--- config.mk ---
export PLATFORM = sky130hd
export DESIGN_NAME = pipe_stage_regs
export DESIGN_NICKNAME = d
export VERILOG_FILES = /design/src/rtl/pipe_stage_regs_pkg.sv /design/src/rtl/pipe_stage_regs_pipe_reg.sv /design/src/rtl/pipe_stage_regs.sv
export SDC_FILE = /design/constraint.sdc
export NUM_CORES = 1
export LEC_CHECK = 0
export CAP_MARGIN = 5
export CORE_ASPECT_RATIO = 0.7
export CORE_MARGIN = 2
export CORE_UTILIZATION = 42
export DETAILED_ROUTE_END_ITERATION = 7
export PLACE_DENSITY = 0.77
export SYNTH_ARGS = -nofsm -noshare
export SYNTH_HDL_FRONTEND = slang
export SYNTH_SLANG_ARGS = --single-unit
--- constraint.sdc ---
create_clock -name clk -period 2.3 [get_ports clk]
set_input_delay 0.46 -clock clk [delete_from_list [all_inputs] [get_ports clk]]
set_output_delay 0.46 -clock clk [all_outputs]
set_load 0.01 [all_outputs]
--- src/rtl/pipe_stage_regs_pkg.sv ---
// Shared definitions for the inter-stage pipeline registers.
// Holds the instruction field positions used by the hazard unit and decoders, the
// reset defaults, and the packed layout of one stage register.
package pipe_stage_regs_pkg;

    localparam int INSTR_W = 32;
    localparam int PC_W    = 32;
    localparam int STAGE_W = INSTR_W + PC_W;

    // Instruction field positions.
    localparam int OP_HI    = 31;
    localparam int OP_LO    = 26;
    localparam int RS_HI    = 25;
    localparam int RS_LO    = 21;
    localparam int RT_HI    = 20;
    localparam int RT_LO    = 16;
    localparam int RD_HI    = 15;
    localparam int RD_LO    = 11;
    localparam int FUNCT_HI = 5;
    localparam int FUNCT_LO = 0;

    // sll $0,$0,0 is the canonical bubble.
    localparam logic [INSTR_W-1:0] NOP_INSTR_DEF = 32'h0000_0000;
    localparam logic [PC_W-1:0]    PC8_RST_DEF   = 32'h0000_3008;

    typedef struct packed {
        logic [INSTR_W-1:0] instr;
        logic [PC_W-1:0]    pc8;
    } stage_t;

    function automatic logic [5:0] op_field(input logic [INSTR_W-1:0] instr);
        return instr[OP_HI:OP_LO];
    endfunction

    function automatic logic [5:0] funct_field(input logic [INSTR_W-1:0] instr);
        return instr[FUNCT_HI:FUNCT_LO];
    endfunction

    function automatic logic [4:0] rs_field(input logic [INSTR_W-1:0] instr);
        return instr[RS_HI:RS_LO];
    endfunction

    function automatic logic [4:0] rt_field(input logic [INSTR_W-1:0] instr);
        return instr[RT_HI:RT_LO];
    endfunction

    function automatic logic [4:0] rd_field(input logic [INSTR_W-1:0] instr);
        return instr[RD_HI:RD_LO];
    endfunction

endpackage

--- src/rtl/pipe_stage_regs_pipe_reg.sv ---
// One pipeline stage register (instruction word + PC+8).
// Reset loads rst_val; en=0 holds; clr loads the bubble value instead of d.
module pipe_reg
    import pipe_stage_regs_pkg::*;
#(
    parameter int W = STAGE_W
) (
    input  logic         clk,
    input  logic         reset,
    input  logic         en,
    input  logic         clr,
    input  logic [W-1:0] rst_val,
    input  logic [W-1:0] clr_val,
    input  logic [W-1:0] d,
    output logic [W-1:0] q
);

    // Stage storage: reset beats hold, hold beats bubble, bubble beats advance.
    always_ff @(posedge clk) begin
        if (reset) begin
            q <= rst_val;
        end else if (en) begin
            if (clr) begin
                q <= clr_val;
            end else begin
                q <= d;
            end
        end
    end

endmodule

--- src/rtl/pipe_stage_regs.sv ---
// F/D, D/E, E/M and M/W registers of the 5-stage MIPS core.
// A hazard stall freezes F/D and drops a bubble into D/E (keeping PC+8 of the
// stalled instruction so link data stays traceable); a debug freeze holds
// everything. Saturating stall and retire counters support performance debug.
module pipe_stage_regs
    import pipe_stage_regs_pkg::*;
#(
    parameter int           CNT_W     = 32,
    parameter logic [31:0]  NOP_INSTR = NOP_INSTR_DEF,
    parameter logic [31:0]  PC8_RST   = PC8_RST_DEF
) (
    input  logic             clk,
    input  logic             reset,
    input  logic             stall,
    input  logic             freeze,
    input  logic [31:0]      InstrF,
    input  logic [31:0]      PC8F,
    output logic [31:0]      InstrD,
    output logic [31:0]      InstrE,
    output logic [31:0]      InstrM,
    output logic [31:0]      InstrW,
    output logic [31:0]      PC8D,
    output logic [31:0]      PC8E,
    output logic [31:0]      PC8M,
    output logic [31:0]      PC8W,
    output logic [CNT_W-1:0] stall_cnt,
    output logic [CNT_W-1:0] retire_cnt
);

    localparam logic [CNT_W-1:0] CNT_MAX = '1;
    localparam logic [CNT_W-1:0] CNT_ONE = {{(CNT_W-1){1'b0}}, 1'b1};

    stage_t rst_stage;
    stage_t f_stage;
    stage_t bubble_stage;
    stage_t fd_q;
    stage_t de_q;
    stage_t em_q;
    stage_t mw_q;

    logic fd_en;
    logic adv_en;

    assign rst_stage    = '{instr: NOP_INSTR, pc8: PC8_RST};
    assign f_stage      = '{instr: InstrF, pc8: PC8F};
    // The bubble keeps PC+8 of the instruction held in D.
    assign bubble_stage = '{instr: NOP_INSTR, pc8: fd_q.pc8};

    assign fd_en  = !stall && !freeze;
    assign adv_en = !freeze;

    pipe_reg #(.W(STAGE_W)) u_fd (
        .clk(clk), .reset(reset), .en(fd_en), .clr(1'b0),
        .rst_val(rst_stage), .clr_val(rst_stage), .d(f_stage), .q(fd_q)
    );

    pipe_reg #(.W(STAGE_W)) u_de (
        .clk(clk), .reset(reset), .en(adv_en), .clr(stall),
        .rst_val(rst_stage), .clr_val(bubble_stage), .d(fd_q), .q(de_q)
    );

    pipe_reg #(.W(STAGE_W)) u_em (
        .clk(clk), .reset(reset), .en(adv_en), .clr(1'b0),
        .rst_val(rst_stage), .clr_val(rst_stage), .d(de_q), .q(em_q)
    );

    pipe_reg #(.W(STAGE_W)) u_mw (
        .clk(clk), .reset(reset), .en(adv_en), .clr(1'b0),
        .rst_val(rst_stage), .clr_val(rst_stage), .d(em_q), .q(mw_q)
    );

    assign InstrD = fd_q.instr;
    assign InstrE = de_q.instr;
    assign InstrM = em_q.instr;
    assign InstrW = mw_q.instr;
    assign PC8D   = fd_q.pc8;
    assign PC8E   = de_q.pc8;
    assign PC8M   = em_q.pc8;
    assign PC8W   = mw_q.pc8;

    // Count unfrozen stall cycles, sticking at all-ones.
    always_ff @(posedge clk) begin
        if (reset) begin
            stall_cnt <= '0;
        end else if (!freeze && stall && (stall_cnt != CNT_MAX)) begin
            stall_cnt <= stall_cnt + CNT_ONE;
        end
    end

    // Count real instructions leaving W (value before the edge), sticking at all-ones.
    always_ff @(posedge clk) begin
        if (reset) begin
            retire_cnt <= '0;
        end else if (!freeze && (mw_q.instr != NOP_INSTR) && (retire_cnt != CNT_MAX)) begin
            retire_cnt <= retire_cnt + CNT_ONE;
        end
    end

endmodule
# --- Word-level counts from Yosys, hierarchy flattened ---
# Cells that the tools add are included.
classes:
  addsub: 2
  multipliers: 0
  div_mod_pow: 0
  n_lt_le_gt_ge: 0
  eq_ne: 2
  shifts: 0
  n_mux: 1
  bitwise: 0
  reduce_logical: 8
op_table:
  columns: ["operator", "n"]
  rows:
  - ["$add 32x1->32 const B", 2]
  - ["$mux 64", 1]
  - ["$ne 32x32->1 const B", 2]
  - ["$reduce_bool 32->1", 1]
  - ["$logic_and 1x1->1", 5]
  - ["$logic_not 1->1", 2]
word_totals:
  reg_bits: 320
  latchBits: 0
  mem_bits_rw: 0
  rom_bits: 0
  wordCells: 19
  n_memories: 0

# --- Longest topological paths before layout ---
# Gate-level depths: netlist of the first run.
depth:
  ltp_word: 3
  mapped_depth: 8
  ltp_nobuf: 7

# --- By module ---
# From an unflattened synthesis of the first run, not the netlist that was laid out.
unflattened:
  cells_unflattened: 1528
  area_unflattened_um2: 16842.4
modules_own_cells:
  columns: ["module", "n_inst", "cells_per_inst", "area_per_inst_um2", "seq_area_each_um2"]
  rows:
  - ["pipe_reg", 4, 278, 3329.4, 1921.8]
  - ["pipe_stage_regs", 1, 416, 3524.6, 1281.2]

# --- Worst setup path before layout of the first run ---
# OpenSTA, ideal clock, no wires.
synth_timing:
  path_kind: "reg2reg"
  startpoint: "register retire_cnt[23]"
  endpoint: "register retire_cnt[17]"
  t_arrival_ps: 2117
  required_ps: 2177
  slack_ps: 60
  path_stages_with_launch: 7
  n_path_buf: 0
  period_less_slack_ps: 2240
  path_cell_list: "dfxtp_1 nand4_2 or4_4 nor4_4 nor2_1 nand4_1 mux2_1"
synth_between:
  elab_chain_len: 2
synth_lines:
  columns: ["item", "line", "rtl"]
  rows:
  - ["from (decl)", "pipe_stage_regs.sv:27", "output logic [CNT_W-1:0] retire_cnt"]
  - ["from (signal assigned)", "pipe_stage_regs.sv:95", "retire_cnt <= retire_cnt + CNT_ONE;"]
  - ["$ne 32x32->1", "pipe_stage_regs.sv:94", "end else if (!freeze && (mw_q.instr != NOP_INSTR) && (retire_cnt != CNT_MAX)) begin"]
  - ["$logic_and 1x1->1", "pipe_stage_regs.sv:94", null]
# No other way between the ends.
# A chain may end at the register's enable or synchronous reset.

# --- Worst setup path after layout of the first run ---
layout_timing:
  startpoint: "register retire_cnt[28]"
  endpoint: "register retire_cnt[5]"
# The elaborated chain is that of the path after synthesis.

==> out/qor.yml, run 1 <==
period_share: 0.930
max_cap_violations: 0
placement_rows: 51
finalWirelength_um: 37500
hold_violations: 0
core_area_sq_mm: 0.0281
place.detailed.hpwl_um: 26500
detail_route.first_pass.iterations: 6
cell_area_reported_after_detailed_placement_sq_mm: 0.0166
htree_levels: 1
ys_seq_elements: 320
maxClockFrequency_mhz: 467
final_area_sq_mm: 0.0176
overall_routing_resource_usage: 0.236
initial_utilization: 0.431
timing.critical_path.fanout_max: 12
grt_pass1_wl_um: 56900
critPathKind: "register to register"
grt_pass1_vias: 10200
drive_gt1_frac: 0.0687
clock_insertion_delay_worst_skew_ns: 0.56
drt_iter0_drc: 708
ys_warn_count: 0
antenna_violating_nets_post_route: 0
dp_worst_setup_slack_ns: 0.133
crit_path_arrival_time_ns: 2.56
post_cts_buffers: 0
irDropWorstVdd_mv: 0.634
filler_cell_count: 2339
yosys.cell_types.count: 43
final.setup.worst_slack_ns: 0.161
critical_path.endpoint_type: "register"
met2_length_um: 17700
final.hold.worst_slack_ns: 0.228
numCtsBuffers: 31
io_pins: 388
worstMarginPinSlew_ns: 0.783
post-layout-total-power_mw: 11.6
setup-violations-final: 0
leakagePower_nw: 6.65
post-route-min-period_ns: 2.14
cts_max_path_buffers: 3
drv_slew: 0
nNetsFinal: 1766
synthesis.nets: 1383
port_buffers: 387
rsz0062_at_grt: "false"
multiInputGateArea_sq_mm: 0.00536
cp_slowest_stage_delay_ns: 0.55
num_vias: 10700
class_of_the_most_critical_hold_timing_path: "primary input to register"
portion_of_the_post_synthesis_area_used_by_sequential_elements: 0.529
syn_area_per_cell_sq_um: 9.23
synthesis.instances: 1313
tritoncts: "yes"
dr_wl_met3_um: 3340
critPathLaunchType: "register"
fin_skew_ns: 0.0114
seq_area_sq_mm: 0.00641
cts.reportedPaths.clkPinSlew_ns: 0.06
status: "finished, final reports clean"
path_cells: "nand4_1 -> or4_4 -> nor4_4 -> buf_4 -> nor3_1 -> xnor2_1 -> nor2_1"
power-per-cell-area_mw_per_mm2: 659
hold_buffers: 0
die_height_um: 146
timing.critical_path.required_ns: 2.72
setup_total_negative_slack_ns: 0
die_area_sq_mm: 0.0302
pin_count_of_the_biggest_net_entering_global_routing: 96
crit_slowest_cell: "or4_4"
die-width_um: 207
layout.cells.most_common: "clkdlybuf4s50_1"
clock_sink_count: 320
wl_per_cell_um: 18.0
detail_route.vias_per_cell: 5.11
detail_route.drc_violations: 0
wirelength_met1_um: 15600
antenna_found_initial: 0
antenna_cells: 0
syn-cell-area_sq_mm: 0.0121
slew_headroom: 0.478
overflow: 0
most-common-layout-cells: "384 x clkdlybuf4s50_1, 320 x dfxtp_1, 246 x nor2_1"
top_layer_used: "met4"
area_delta_synth_final_pct: 45.1
finalWeightedCongestion: 0.848
root_buffer: "clkbuf_16"
routing by layer:
metal | GRT usage | vias up
met5 | 0 | -
met4 | 0.0571 | 0
met3 | 0.0759 | 56
met2 | 0.400 | 347
met1 | 0.290 | 5079
li1 | - | 5198
timing repair:
action                                  4_1_cts  5_1_grt
endpoints found under the hold margin         0        0
endpoints found under the setup margin        0        3
resized for setup                             0        2
cell type report:
type | count | share of cell area
clock inverters | 11 | 0.00633
inverters | 6 | 0.00128
clock buffers | 43 | 0.0501
multi-input cells | 901 | 0.305
repair buffers | 436 | 0.246
well taps | 371 | 0.0264
flip-flops and latches | 320 | 0.364
synth_stat cells (all sizes together):
cell    count  area [sq um]
dfxtp     320          6410
nor2      247           927
mux2i     152          1520
nand2     150           563
a21oi     101           524
clkbuf     68           255
xnor2      42           368
nor3b      34           255
nand4      25           163
nor3       25           125
nand3      21           105
buf        18          81.3
nor4       18           128
nor2b      13          81.3
and4       11          96.3
xor2       11          96.3
a211o       9          78.8
o21ai       8          55.0
or3         8          50.1
and3        6          37.5
inv         6          22.5
nand3b      3          22.5
and2        2          12.5
ha          2          25.0
mux2        2          22.5
nand4b      2          17.5
nor4b       2          17.5
or2         2          12.5
a311o       1          10.0
nand2b      1          6.26
o21bai      1          7.51
o31a        1          8.76
or4         1          11.3
final timing paths:
kind / from / to / slack [ns] / cells past startpoint
hold / removal: freeze / u_de.q[35] / 0.23 / 3
setup / recovery: retire_cnt[28] / retire_cnt[5] / 0.16 / 7
setup reg to reg: retire_cnt[28] / retire_cnt[5] / 0.16 / 7
hold reg to reg: u_mw.q[13] / u_mw.q[13] / 0.47 / 1
sequential cells by signal, summed over array words and instances, names as in the netlist:
signal,flops
u_de.q,64
u_fd.q,64
u_em.q,64
retire_cnt,32
u_mw.q,64
stall_cnt,32
power by group:
part           internal (mW)  switching [mW]  total [mW]
clock network           2.88            2.13        5.00
registers               5.64          0.0820        5.72
logic                  0.432           0.437       0.869
critical path, delay by kind of cell (launching register included):
family	cells	cell delay [ns]
XOR/XNOR	1	0.15
buffers and inverters	1	0.26
flip-flops	1	0.40
AND/OR/NAND/NOR	5	1.20
through the flow:
step / cells / util
floorplan: 1313 / -
global placement: 2034 / 0.591
detailed placement: 2034 / 0.591
CTS: 2088 / 0.626
global route: 2088 / 0.626
finish: 2088 / 0.626
logic make-up after synthesis:
family | share of synthesized area
compound gates | 0.0565
buf+inv | 0.0296
flops | 0.529
xor+xnor | 0.0383
mux | 0.127
fa+ha+maj | 0.00207
simple gates | 0.217
No activity file was read; power rests on OpenSTA's default activity.
==> run 2: changes to the inputs <==
--- a/config.mk
+++ b/config.mk
@@ -5,6 +5,7 @@
 export SDC_FILE = /design/constraint.sdc
 export NUM_CORES = 1
 export LEC_CHECK = 0
+export ABC_CLOCK_PERIOD_IN_PS = 2300
 export CAP_MARGIN = 5
 export CORE_ASPECT_RATIO = 0.7
 export CORE_MARGIN = 2
==> results of run 2 <==
The final DEF is identical to that of run 1; final timing and power are the same.
==> run 3: changes to the inputs <==
--- a/config.mk
+++ b/config.mk
@@ -15,3 +15,4 @@
 export SYNTH_ARGS = -nofsm -noshare
 export SYNTH_HDL_FRONTEND = slang
 export SYNTH_SLANG_ARGS = --single-unit
+export TNS_END_PERCENT = 1
==> results of run 3 <==
The final DEF is identical to that of run 1; final timing and power are the same.
